File: src/rtl/seq_shift_pkg.sv
// Shared types for the sequential shift/rotate engine.
// Latency: none (types only).
// Backpressure: n/a.
package seq_shift_pkg;

    // Operation select, encoded to match the in_mode port.
    typedef enum logic [1:0] {
        SM_SLL = 2'b00,
        SM_SRL = 2'b01,
        SM_SRA = 2'b10,
        SM_ROR = 2'b11
    } shift_mode_e;

    typedef enum logic [1:0] {
        ST_IDLE  = 2'b00,
        ST_SHIFT = 2'b01,
        ST_DONE  = 2'b10
    } shift_state_e;

endpackage

File: src/rtl/seq_shift_unit_shift_step.sv
// One iteration of the shift engine: shifts a word by s (0..STEP) bits in a given mode.
// Latency: combinational.
// Backpressure: n/a.
//
// Ports:
//   word_i  - word to shift
//   s_i     - shift distance for this step, 0..STEP
//   mode_i  - SLL / SRL / SRA / ROR
//   sign_i  - fill bit for SRA (original operand MSB)
//   word_o  - shifted word
module shift_step
    import seq_shift_pkg::*;
#(
    parameter int WIDTH = 32,
    parameter int STEP  = 4,
    localparam int SW   = $clog2(STEP + 1)
) (
    input  logic [WIDTH-1:0] word_i,
    input  logic [SW-1:0]    s_i,
    input  shift_mode_e      mode_i,
    input  logic             sign_i,
    output logic [WIDTH-1:0] word_o
);

    localparam logic [WIDTH-1:0] ONES = {WIDTH{1'b1}};

    logic [WIDTH-1:0] srl_w;
    logic [WIDTH-1:0] fill_mask;

    always_comb begin
        srl_w     = word_i >> s_i;
        // Ones in the top s bits: the positions vacated by a right shift.
        fill_mask = ~(ONES >> s_i);
        word_o    = word_i;
        case (mode_i)
            SM_SLL:  word_o = word_i << s_i;
            SM_SRL:  word_o = srl_w;
            SM_SRA:  word_o = srl_w | (fill_mask & {WIDTH{sign_i}});
            // A shift by WIDTH yields zero, so s=0 degenerates cleanly to word_i.
            SM_ROR:  word_o = srl_w | (word_i << (WIDTH - int'(s_i)));
            default: word_o = word_i;
        endcase
    end

endmodule

File: src/rtl/seq_shift_unit.sv
// Multi-cycle shift/rotate engine: shifts by up to STEP bits per clock, then holds the result.
// Latency: ceil(amt/STEP) clocks from accept to out_valid (0 extra for amt=0).
// Backpressure: in_ready only in IDLE; result held in DONE until out_ready, no queueing.
//
// Ports:
//   clk, rst_n            - clock, async active-low reset
//   in_valid/in_ready     - request handshake; in_data, in_amt, in_mode sampled on accept
//   out_valid/out_ready   - result handshake; out_data stable while out_valid
//   busy                  - operation in flight (SHIFT or DONE)
module seq_shift_unit
    import seq_shift_pkg::*;
#(
    parameter int WIDTH = 32,
    parameter int STEP  = 4,
    parameter int AW    = $clog2(WIDTH)
) (
    input  logic             clk,
    input  logic             rst_n,
    input  logic             in_valid,
    output logic             in_ready,
    input  logic [WIDTH-1:0] in_data,
    input  logic [AW-1:0]    in_amt,
    input  logic [1:0]       in_mode,
    output logic             out_valid,
    input  logic             out_ready,
    output logic [WIDTH-1:0] out_data,
    output logic             busy
);

    localparam int SW  = $clog2(STEP + 1);
    localparam int AWX = AW + 1;
    // STEP may equal WIDTH, which does not fit in AW bits; compare one bit wider.
    localparam logic [AWX-1:0] STEP_X = AWX'(STEP);

    shift_state_e     state_q, state_d;
    logic [WIDTH-1:0] data_q,  data_d;
    logic [AW-1:0]    rem_q,   rem_d;
    shift_mode_e      mode_q,  mode_d;
    logic             sign_q,  sign_d;

    logic [AWX-1:0]   rem_x;
    logic [AWX-1:0]   s_x;
    logic             last_step;
    logic [WIDTH-1:0] step_word;

    // Step size for this clock: min(STEP, remaining).
    always_comb begin
        rem_x     = {1'b0, rem_q};
        last_step = (rem_x <= STEP_X);
        s_x       = last_step ? rem_x : STEP_X;
    end

    shift_step #(
        .WIDTH (WIDTH),
        .STEP  (STEP)
    ) u_step (
        .word_i (data_q),
        .s_i    (SW'(s_x)),
        .mode_i (mode_q),
        .sign_i (sign_q),
        .word_o (step_word)
    );

    // FSM: state register
    always_ff @(posedge clk or negedge rst_n) begin
        if (!rst_n) begin
            state_q <= ST_IDLE;
        end else begin
            state_q <= state_d;
        end
    end

    // FSM: next state
    always_comb begin
        state_d = state_q;
        case (state_q)
            ST_IDLE: begin
                if (in_valid) begin
                    state_d = (in_amt == '0) ? ST_DONE : ST_SHIFT;
                end
            end
            ST_SHIFT: begin
                if (last_step) begin
                    state_d = ST_DONE;
                end
            end
            ST_DONE: begin
                if (out_ready) begin
                    state_d = ST_IDLE;
                end
            end
            default: state_d = ST_IDLE;
        endcase
    end

    // FSM: outputs
    always_comb begin
        in_ready  = (state_q == ST_IDLE);
        out_valid = (state_q == ST_DONE);
        busy      = (state_q != ST_IDLE);
    end

    // Datapath next state: load on accept, step while shifting, hold otherwise.
    always_comb begin
        data_d = data_q;
        rem_d  = rem_q;
        mode_d = mode_q;
        sign_d = sign_q;
        case (state_q)
            ST_IDLE: begin
                if (in_valid) begin
                    data_d = in_data;
                    rem_d  = in_amt;
                    mode_d = shift_mode_e'(in_mode);
                    sign_d = in_data[WIDTH-1];
                end
            end
            ST_SHIFT: begin
                data_d = step_word;
                rem_d  = AW'(rem_x - s_x);
            end
            default: ;
        endcase
    end

    always_ff @(posedge clk or negedge rst_n) begin
        if (!rst_n) begin
            data_q <= '0;
            rem_q  <= '0;
            mode_q <= SM_SLL;
            sign_q <= 1'b0;
        end else begin
            data_q <= data_d;
            rem_q  <= rem_d;
            mode_q <= mode_d;
            sign_q <= sign_d;
        end
    end

    assign out_data = data_q;

endmodule

File: config.mk
export PLATFORM = sky130hd
export DESIGN_NAME = seq_shift_unit
export DESIGN_NICKNAME = d
export VERILOG_FILES = /design/src/rtl/seq_shift_pkg.sv /design/src/rtl/seq_shift_unit_shift_step.sv /design/src/rtl/seq_shift_unit.sv
export SDC_FILE = /design/constraint.sdc
export NUM_CORES = 1
export LEC_CHECK = 0
export BUFFER_PORTS_ARGS = -buffer_cell sky130_fd_sc_hd__buf_2
export CAP_MARGIN = 40
export CORE_MARGIN = 2
export CORE_UTILIZATION = 65
export CTS_BUF_LIST = sky130_fd_sc_hd__clkbuf_8
export CTS_CLUSTER_SIZE = 24
export DETAILED_ROUTE_END_ITERATION = 8
export PLACE_DENSITY = 0.89
export SYNTH_ARGS = -nofsm -noshare
export SYNTH_HDL_FRONTEND = slang
export SYNTH_SLANG_ARGS = --single-unit
File: constraint.sdc
create_clock -name clk -period 7.5 [get_ports clk]
set_input_delay 0.75 -clock clk [delete_from_list [all_inputs] [get_ports clk]]
set_output_delay 0.75 -clock clk [all_outputs]
set_load 0.1 [all_outputs]
==> summary.md, run 1 <==
| Metric | Value |
|---|---|
| Result of the run | `completed` |
| Worst relative slew slack | `0.327` |
| Postcts setup bufs | `0` |
| Kind of critical path | `flop to flop` |
| DRC viols | `0` |
| GRT Resource Usage Total | `0.436` |
| Final Slew Violations | `0` |
| Diode count | `0` |
| Worst-path clk slew | `100 ps` |
| 1st-pass router iterations | `5` |
| Fill cell count | `636` |
| Vias per inst | `7.68` |
| Share of cells above drive strength 1 | `0.249` |
| Port bufs | `77` |
| H-tree depth reported by CTS | `2` |
| Worst setup slack for register-to-register paths | `3190 ps` |
| Starting utilization of the core area | `0.664` |
| Type of destination of the critical path | `flop` |
| Row Count | `33` |
| Most used flip-flop cell after synthesis | `sky130_fd_sc_hd__dfrtp_1` |
| Minimum clock period after layout | `4310 ps` |
| Number of sinks on the clock net | `42` |
| Final Cycle Share | `0.575` |
| Wire length of the first global-routing pass | `29700 um` |
| Wire length after detailed routing | `19500 um` |
| Count of different cell masters after synthesis | `71` |
| Area of the core region | `8090 um^2` |
| Average routed wire per standard cell | `25.2 um` |
| Hold_ws | `385 ps` |
| Critical-path maximum fanout | `60` |
| Number of CTS-inserted buffers | `5` |
| Startpoint types | `flop` |
| Die Outline Area | `9010 um^2` |
| Final hold viol count | `0` |
| Post-synth top cells | `sky130_fd_sc_hd__nand2_1, sky130_fd_sc_hd__clkbuf_1, sky130_fd_sc_hd__mux2i_1, sky130_fd_sc_hd__dfrtp_1, sky130_fd_sc_hd__mux4_2` |
| Pre-CTS setup slack | `3200 ps` |
| Number of nets produced by synthesis | `691` |
| Vertical die dimension | `94.9 um` |
| Area leader, netlist | `sky130_fd_sc_hd__dfrtp_1` |
| WP data required | `7730 ps` |
| Clock tree root driver cell | `sky130_fd_sc_hd__clkbuf_8` |
| Combined area of all synthesized cells | `5370 um^2` |
| Synthesized flop and latch total | `42` |
| DRT antenna net count | `0` |
| Area added between synthesis and finish | `8.50%` |
| Die Span X | `94.9 um` |
| Avg Inst Size Synth | `8.37 um^2` |
| Post-layout nets | `714` |
| Sequential-to-total area share from yosys stat | `0.196` |
| Initial drt markers | `829` |
| HP Class | `primary input to asynchronous set/reset pin` |
| Antenna violations before repair | `0` |
| CTS tree | `done` |
| Number of global-route vias before repair | `5432` |
| Share of synthesized registers carrying an async set or reset | `1.00` |
| Achievable Freq | `232 MHz` |
| Crit path setup slack, layout | `3190 ps` |
| Multi-input combinational cell area | `3970 um^2` |
| Arrival time of the worst setup path | `4540 ps` |
| Number of instances resized during post-cts repair | `0` |
| DP HPWL | `13100 um` |
| Sequential cell area | `1050 um^2` |
| Area share of the largest cell type after synthesis | `0.196` |
| Pin count of the biggest net entering global routing | `61` |
| Setup total negative slack | `0 ps` |
| Cts hold-fix bufs | `0` |
| Setup repair after global routing missed its margin | `false` |
| Clock latency on the worst-skew pair | `320 ps` |
| Total of warnings raised by yosys | `0` |
| Global placement routability congestion | `1.02` |
| Count of flip-flops with a built-in enable after synthesis | `0` |
| Number of instances in the synthesized netlist | `642` |
| Ports | `78` |
| Buffers from clock root to sink, at most | `2` |
| Total number of vias | `5925` |
| Dominant cells by area after synthesis | `sky130_fd_sc_hd__dfrtp_1, sky130_fd_sc_hd__mux4_2, sky130_fd_sc_hd__mux2i_1` |
| Total grt overflow | `0` |
| Dominant cell by count in the synthesized netlist | `sky130_fd_sc_hd__nand2_1` |
| Max-cap violation count | `0` |
| Final Skew | `14.1 ps` |
| Number of setup violations in the final report | `0` |
| Worst Tran Pin Value | `1010 ps` |
[area by class of cell]
cell class / instances / area share
inverter: 8 / 0.00601
timing repair buffer: 90 / 0.0850
tap: 105 / 0.0225
clock inverter: 2 / 0.0103
sequential: 42 / 0.181
clock buffer: 6 / 0.0142
multi-input combinational: 518 / 0.681
[metrics by stage]
step / instance area (um^2) / utilization / std cells
final: 5830 / 0.720 / 771
after detailed placement: 5690 / 0.703 / 763
after global placement: 5660 / 0.699 / 761
after global routing: 5830 / 0.720 / 771
after CTS: 5830 / 0.720 / 771
after floorplan: 5370 / - / 642
[cell usage in the layout (no fill, tap or decap), types with 14 or more instances in the layout]
cell / netlist / final
sky130_fd_sc_hd__nand2_1: 116 / 116
sky130_fd_sc_hd__buf_2: 6 / 77
sky130_fd_sc_hd__mux2i_1: 49 / 49
sky130_fd_sc_hd__dfrtp_1: 42 / 41
sky130_fd_sc_hd__mux4_2: 39 / 39
sky130_fd_sc_hd__nor2_1: 38 / 37
sky130_fd_sc_hd__o21ai_0: 34 / 33
sky130_fd_sc_hd__a21oi_1: 31 / 31
sky130_fd_sc_hd__o211ai_1: 16 / 16
sky130_fd_sc_hd__nand3_1: 15 / 15
sky130_fd_sc_hd__a211oi_1: 15 / 15
sky130_fd_sc_hd__mux2_2: 14 / 14
[sequential cells by signal, summed over array words and instances, names as in the netlist]
register	count
out_data	32
rem_q	5
mode_q	2
state_q	2
sign_q	1
[critical path, cell delays in order, from the launching register on]
cell and delay, ps:
sky130_fd_sc_hd__dfrtp_2 360, sky130_fd_sc_hd__buf_4 570, sky130_fd_sc_hd__or4b_1 500, sky130_fd_sc_hd__buf_4 270, sky130_fd_sc_hd__ha_1 900, sky130_fd_sc_hd__inv_1 460
sky130_fd_sc_hd__mux4_2 610, sky130_fd_sc_hd__o2111a_1 270, sky130_fd_sc_hd__nor4_2 270
[worst paths after layout]
path / startpoint / to / cells after the start
max reg2reg: rem_q[1] / out_data[20] / 8
max: rem_q[1] / out_data[20] / 8
min in group clk: sign_q / sign_q / 1
max in group asynchronous: rst_n / rem_q[1] / 2
min: rst_n / out_data[13] / 1
min reg2reg: sign_q / sign_q / 1
[layer usage]
| layer | GRT usage | routed length, um | up-vias | share of wire |
|---|---|---|---|---|
| li1 | - | - | 2468 | - |
| met1 | 0.593 | 7180 | 2809 | 0.37 |
| met2 | 0.655 | 8720 | 563 | 0.45 |
| met3 | 0.125 | 2790 | 85 | 0.14 |
| met4 | 0.174 | 773 | 0 | 0.040 |
| met5 | 0 | 0 | - | 0 |
[cell families after synthesis]
logic type / Yosys count / synth area share
other cells: 2 / 0.00140
compound gates: 166 / 0.213
simple gates: 235 / 0.200
mux: 106 / 0.300
xor+xnor: 3 / 0.00839
flops: 42 / 0.196
fa+ha+maj: 6 / 0.0140
buf+inv: 82 / 0.0680
Power of run 1 is left out: the tool's default activity adds up to more than one toggle a clock period on the data nets, which glitch-free logic cannot reach.
==> run 2: changes to the inputs <==
- CORE_UTILIZATION: 65 -> 61
- PLACE_DENSITY: 0.89 -> 0.84
- clock period: 7.5 -> 4.5 ns (I/O delays scaled with it)
==> run 2 against run 1 <==
Critical path depth is 1 higher. Critical endpoint is now out_data[29]. Count of clock-buffer cells in the layout fell by 1. Highest routed layer unchanged. Non-clock buffer count up 5. Worst hold slack got worse by 320 ps. Sequential cell count did not move. Critical path type unchanged. Core utilization is 4.7 points lower. Global-route usage decreased by 3.9 points. Via count fell by 2.0%. Wire length decreased by 2.0%. Maximum frequency up 23%. Register-to-register slack lost 2200 ps. Worst setup slack worse by 2200 ps.
==> summary.md, run 2 (synthesized netlist as in run 1, its figures left out) <==
| Metric | Value |
|---|---|
| Result of the run | `completed (unchanged)` |
| Minimum clock period after layout | `3520 ps (was 4310 ps)` |
| Post-layout nets | `719 (was 714)` |
| DRT antenna net count | `0 (unchanged)` |
| Fill cell count | `731 (was 636)` |
| Critical path's most frequent cell | `sky130_fd_sc_hd__buf_4 (unchanged)` |
| Port bufs | `77 (unchanged)` |
| Starting utilization of the core area | `0.622 (was 0.664)` |
| Critical-path maximum fanout | `23 (was 60)` |
| H-tree depth reported by CTS | `2 (unchanged)` |
| Die Span X | `97.8 um (was 94.9 um)` |
| Worst-path clk slew | `100 ps (about the same)` |
| CTS tree | `done (unchanged)` |
| Final Cycle Share | `0.782 (was 0.575)` |
| Pin count of the biggest net entering global routing | `60 (was 61)` |
| Postcts setup bufs | `0 (unchanged)` |
| Average routed wire per standard cell | `24.5 um (was 25.2 um)` |
| Wire length of the first global-routing pass | `30400 um (was 29700 um)` |
| Kind of critical path | `flop to flop (unchanged)` |
| WP data required | `4720 ps (was 7730 ps)` |
| Number of sinks on the clock net | `42 (unchanged)` |
| Total number of vias | `5807 (was 5925)` |
| Arrival time of the worst setup path | `3750 ps (was 4540 ps)` |
| 1st-pass router iterations | `6 (was 5)` |
| Highest-count cells in the layout ignoring fill and taps | `sky130_fd_sc_hd__nand2_1, sky130_fd_sc_hd__buf_2, sky130_fd_sc_hd__mux2i_1 (unchanged)` |
| Buffers from clock root to sink, at most | `2 (unchanged)` |
| Max-cap violation count | `0 (unchanged)` |
| Leading cell type in the layout, fill and taps excluded | `sky130_fd_sc_hd__nand2_1 (unchanged)` |
| Wire length after detailed routing | `19100 um (was 19500 um)` |
| Area added between synthesis and finish | `8.29% (was 8.50%)` |
| DP HPWL | `13000 um (was 13100 um)` |
| Worst setup slack for register-to-register paths | `980 ps (was 3190 ps)` |
| Achievable Freq | `284 MHz (was 232 MHz)` |
| Startpoint types | `flop (unchanged)` |
| Cts hold-fix bufs | `0 (unchanged)` |
| Slowest stage delay, CP | `580 ps (was 900 ps)` |
| Vertical die dimension | `97.8 um (was 94.9 um)` |
| Setup repair after global routing missed its margin | `false (unchanged)` |
| Cell chain of the critical path | `or4b_1, buf_4, ha_1, buf_4, inv_1, mux4_2, a211oi_1, o21ai_1, a31oi_1 (was buf_4, or4b_1, buf_4, ha_1, inv_1, mux4_2, o2111a_1, nor4_2)` |
| Final Skew | `9.31 ps (was 14.1 ps)` |
| Number of global-route vias before repair | `5368 (was 5432)` |
| Clock latency on the worst-skew pair | `310 ps (was 320 ps)` |
| DRC viols | `0 (unchanged)` |
| Setup total negative slack | `0 ps (unchanged)` |
| Number of setup violations in the final report | `0 (unchanged)` |
| Initial drt markers | `785 (was 829)` |
| Vias per inst | `7.45 (was 7.68)` |
| Share of cells above drive strength 1 | `0.253 (was 0.249)` |
| Type of destination of the critical path | `flop (unchanged)` |
| Diode count | `0 (unchanged)` |
| Number of instances resized during post-cts repair | `0 (unchanged)` |
| Final hold viol count | `0 (unchanged)` |
| Ports | `78 (unchanged)` |
| Area of the core region | `8640 um^2 (was 8090 um^2)` |
| GRT Resource Usage Total | `0.397 (was 0.436)` |
| Global placement routability congestion | `1.07 (was 1.02)` |
| Number of CTS-inserted buffers | `5 (unchanged)` |
| Worst Tran Pin Value | `836 ps (was 1010 ps)` |
| Row Count | `34 (was 33)` |
| Slowest cell on crit path | `sky130_fd_sc_hd__mux4_2 (was sky130_fd_sc_hd__ha_1)` |
| Antenna violations before repair | `0 (unchanged)` |
| Die Outline Area | `9570 um^2 (was 9010 um^2)` |
| Final Slew Violations | `0 (unchanged)` |
| Clock tree root driver cell | `sky130_fd_sc_hd__clkbuf_8 (unchanged)` |
| HP Class | `primary input to asynchronous set/reset pin (unchanged)` |
| Worst relative slew slack | `0.442 (was 0.327)` |
| Largest register FFs | `32 (unchanged)` |
| Total grt overflow | `0 (unchanged)` |
run 2: final cells by class:
cell class,count,area [um^2],area share
Timing Repair Buffer,95,541,0.0929
Clock buffer,5,68.8,0.0118
Clock inverter,3,13.8,0.00237
Inverter,8,35.0,0.00602
Multi-Input combinational cell,518,3970,0.683
Sequential cell,42,1050,0.181
Tap cell,108,135,0.0232
run 2: path summary, 6_finish.rpt:
check | startpoint | endpoint | depth (start not counted)
worst max-delay path | rem_q[2] | out_data[29] | 9
worst max register to register | rem_q[2] | out_data[29] | 9
worst min-delay path | rst_n | out_data[22] | 1
min in group clk | in_mode[0] | mode_q[0] | 2
max in group asynchronous | rst_n | rem_q[1] | 2
worst min register to register | sign_q | sign_q | 1
run 2: critical path: cells and delay by family (launching register included):
family,cells,cell delay (ps)
adder cells (fa/ha/maj),1,330
buffers and inverters,3,860
flip-flops,1,510
AND/OR/NAND/NOR,1,550
multiplexers,1,580
AO/OA/AOI/OAI,3,590
run 2: routing by layer:
| metal | global-route usage | vias up | share of wire |
|---|---|---|---|
| met5 | 0 | - | 0 |
| met4 | 0.151 | 0 | 0.036 |
| met3 | 0.0895 | 69 | 0.13 |
| met2 | 0.602 | 489 | 0.45 |
| met1 | 0.560 | 2766 | 0.39 |
| li1 | - | 2483 | - |
run 2: stage by stage:
| step | setup slack [ps] | cells | utilization | hold WS (ps) | area (um^2) |
|---|---|---|---|---|---|
| finish | 979 | 779 | 0.674 | 69.8 | 5820 |
| detailed placement | 1080 | 770 | 0.662 | 404 | 5720 |
| global route | 786 | 779 | 0.674 | 89.6 | 5820 |
| floorplan | 950 | 642 | - | 154 | 5370 |
| global placement | 1150 | 767 | 0.658 | 487 | 5680 |
| CTS | 1050 | 778 | 0.672 | 68.2 | 5800 |
Power of run 2 is left out for the same reason.
==> run 3: changes to the inputs <==
- clock period: 4.5 -> 3.65 ns (I/O delays scaled with it)
==> run 3 against run 2 <==
Worst hold slack worse by 22 ps. Register-to-register slack worse by 620 ps. Critical endpoint is now out_data[28]. Non-clock buffer count is 7 higher. Largest cell class unchanged.
==> summary.md, run 3 (synthesized netlist as in run 1, its figures left out) <==
| Metric | Value |
|---|---|
| Average routed wire per standard cell | `25.3 um (was 24.5 um)` |
| WP data required | `3830 ps (was 4720 ps)` |
| Final Slew Violations | `0 (unchanged)` |
| Arrival time of the worst setup path | `3470 ps (was 3750 ps)` |
| Number of global-route vias before repair | `5504 (was 5368)` |
| Ports | `78 (unchanged)` |
| Final Cycle Share | `0.901 (was 0.782)` |
| H-tree depth reported by CTS | `2 (unchanged)` |
| Final hold viol count | `0 (unchanged)` |
| Largest register FFs | `32 (unchanged)` |
| Worst-path clk slew | `90 ps (was 100 ps)` |
| Minimum clock period after layout | `3290 ps (was 3520 ps)` |
| Setup repair after global routing missed its margin | `false (unchanged)` |
| Worst setup slack for register-to-register paths | `360 ps (was 980 ps)` |
| Share of cells above drive strength 1 | `0.263 (was 0.253)` |
| Clock tree root driver cell | `sky130_fd_sc_hd__clkbuf_8 (unchanged)` |
| Buffers from clock root to sink, at most | `2 (unchanged)` |
| Leading cell type in the layout, fill and taps excluded | `sky130_fd_sc_hd__nand2_1 (unchanged)` |
| Port bufs | `77 (unchanged)` |
| HP Class | `primary input to asynchronous set/reset pin (unchanged)` |
| Number of setup violations in the final report | `0 (unchanged)` |
| Worst reg2reg startpoint | `rem_q[3] (was rem_q[2])` |
| Crit path from | `rem_q[3] (was rem_q[2])` |
| CTS tree | `done (unchanged)` |
| DP HPWL | `13900 um (was 13000 um)` |
| Wire length of the first global-routing pass | `32100 um (was 30400 um)` |
| Clock latency on the worst-skew pair | `310 ps (about the same)` |
| Number of CTS-inserted buffers | `5 (unchanged)` |
| Startpoint types | `flop (unchanged)` |
| Highest-count cells in the layout ignoring fill and taps | `sky130_fd_sc_hd__nand2_1, sky130_fd_sc_hd__buf_2, sky130_fd_sc_hd__mux2i_1 (unchanged)` |
| Die Span X | `97.8 um (unchanged)` |
| Initial drt markers | `607 (was 785)` |
| Die Outline Area | `9570 um^2 (unchanged)` |
| Row Count | `34 (unchanged)` |
| Starting utilization of the core area | `0.622 (unchanged)` |
| Pin count of the biggest net entering global routing | `60 (unchanged)` |
| DRC viols | `0 (unchanged)` |
| Post-layout nets | `726 (was 719)` |
| DRT antenna net count | `0 (unchanged)` |
| Cts hold-fix bufs | `0 (unchanged)` |
| Diode count | `0 (unchanged)` |
| Number of instances resized during post-cts repair | `0 (unchanged)` |
| Worst relative slew slack | `0.412 (was 0.442)` |
| Total grt overflow | `0 (unchanged)` |
| Vertical die dimension | `97.8 um (unchanged)` |
| Kind of critical path | `flop to flop (unchanged)` |
| Result of the run | `completed (unchanged)` |
| Total number of vias | `5765 (was 5807)` |
| GRT Resource Usage Total | `0.421 (was 0.397)` |
| Capturing element of the worst setup path | `out_data[28] (was out_data[29])` |
| Setup total negative slack | `0 ps (unchanged)` |
| Worst Tran Pin Value | `881 ps (was 836 ps)` |
| Wire length after detailed routing | `19900 um (was 19100 um)` |
| Area added between synthesis and finish | `9.50% (was 8.29%)` |
| Critical-path maximum fanout | `44 (was 23)` |
| 1st-pass router iterations | `5 (was 6)` |
| Antenna violations before repair | `0 (unchanged)` |
| Vias per inst | `7.33 (was 7.45)` |
| Achievable Freq | `304 MHz (was 284 MHz)` |
| Hold_ws | `48.1 ps (was 69.8 ps)` |
| Final Skew | `6.11 ps (was 9.31 ps)` |
| Area of the core region | `8640 um^2 (unchanged)` |
| Global placement routability congestion | `1.04 (was 1.07)` |
| Postcts setup bufs | `0 (unchanged)` |
| Worst reg2reg endpoint | `out_data[28] (was out_data[29])` |
| Type of destination of the critical path | `flop (unchanged)` |
| Number of sinks on the clock net | `42 (unchanged)` |
| Length in cells of the worst reg-to-reg path | `7 (was 9)` |
| Max-cap violation count | `0 (unchanged)` |
==> run 3: stage by stage <==
step | cells | utilization | area [um^2] | worst slack, ps
2_1_floorplan | 642 | - | 5370 | 99.7
3_3_place_gp | 775 | 0.665 | 5740 | 534
3_5_place_dp | 778 | 0.670 | 5790 | 488
4_1_cts | 786 | 0.681 | 5880 | 469
5_1_grt | 786 | 0.681 | 5880 | 204
6_report | 786 | 0.681 | 5880 | 363
==> run 3: final cells by class <==
cell class                      count  area (um^2)
Multi-Input combinational cell    518         3970
Fill cell                         735         2750
Sequential cell                    42         1050
Timing Repair Buffer              102          593
Tap cell                          108          135
Clock buffer                        6         82.6
Inverter                            8         35.0
Clock inverter                      2         12.5
==> run 3: how the worst min path moves through the flow <==
stage | end | cells after the start | slack [ps] | start
detailed placement | out_data[3] | 1 | 390 | rst_n
finish | out_data[3] | 1 | 50 | rst_n
global placement | sign_q | 1 | 490 | sign_q
global route | out_data[0] | 1 | 80 | rst_n
CTS | out_data[3] | 1 | 60 | rst_n
floorplan | mode_q[0] | 0 | 70 | rst_n
==> run 3: worst max-delay path, cell delays in order, from the launching register on <==
cell                       delay, ps
sky130_fd_sc_hd__dfrtp_1         480
sky130_fd_sc_hd__nor4b_4         350
sky130_fd_sc_hd__buf_4           630
sky130_fd_sc_hd__mux2i_1         690
sky130_fd_sc_hd__mux4_2          410
sky130_fd_sc_hd__nand2_1         100
sky130_fd_sc_hd__a211oi_1        350
sky130_fd_sc_hd__nor4_1          110
==> run 3: per-layer routing <==
layer / vias up / GRT usage / wire length [um]
met5: - / 0 / 0
met1: 2723 / 0.612 / 7680
li1: 2501 / - / -
met3: 75 / 0.0938 / 2450
met4: 0 / 0.168 / 876
met2: 466 / 0.613 / 8910
Power of run 3 is left out for the same reason.
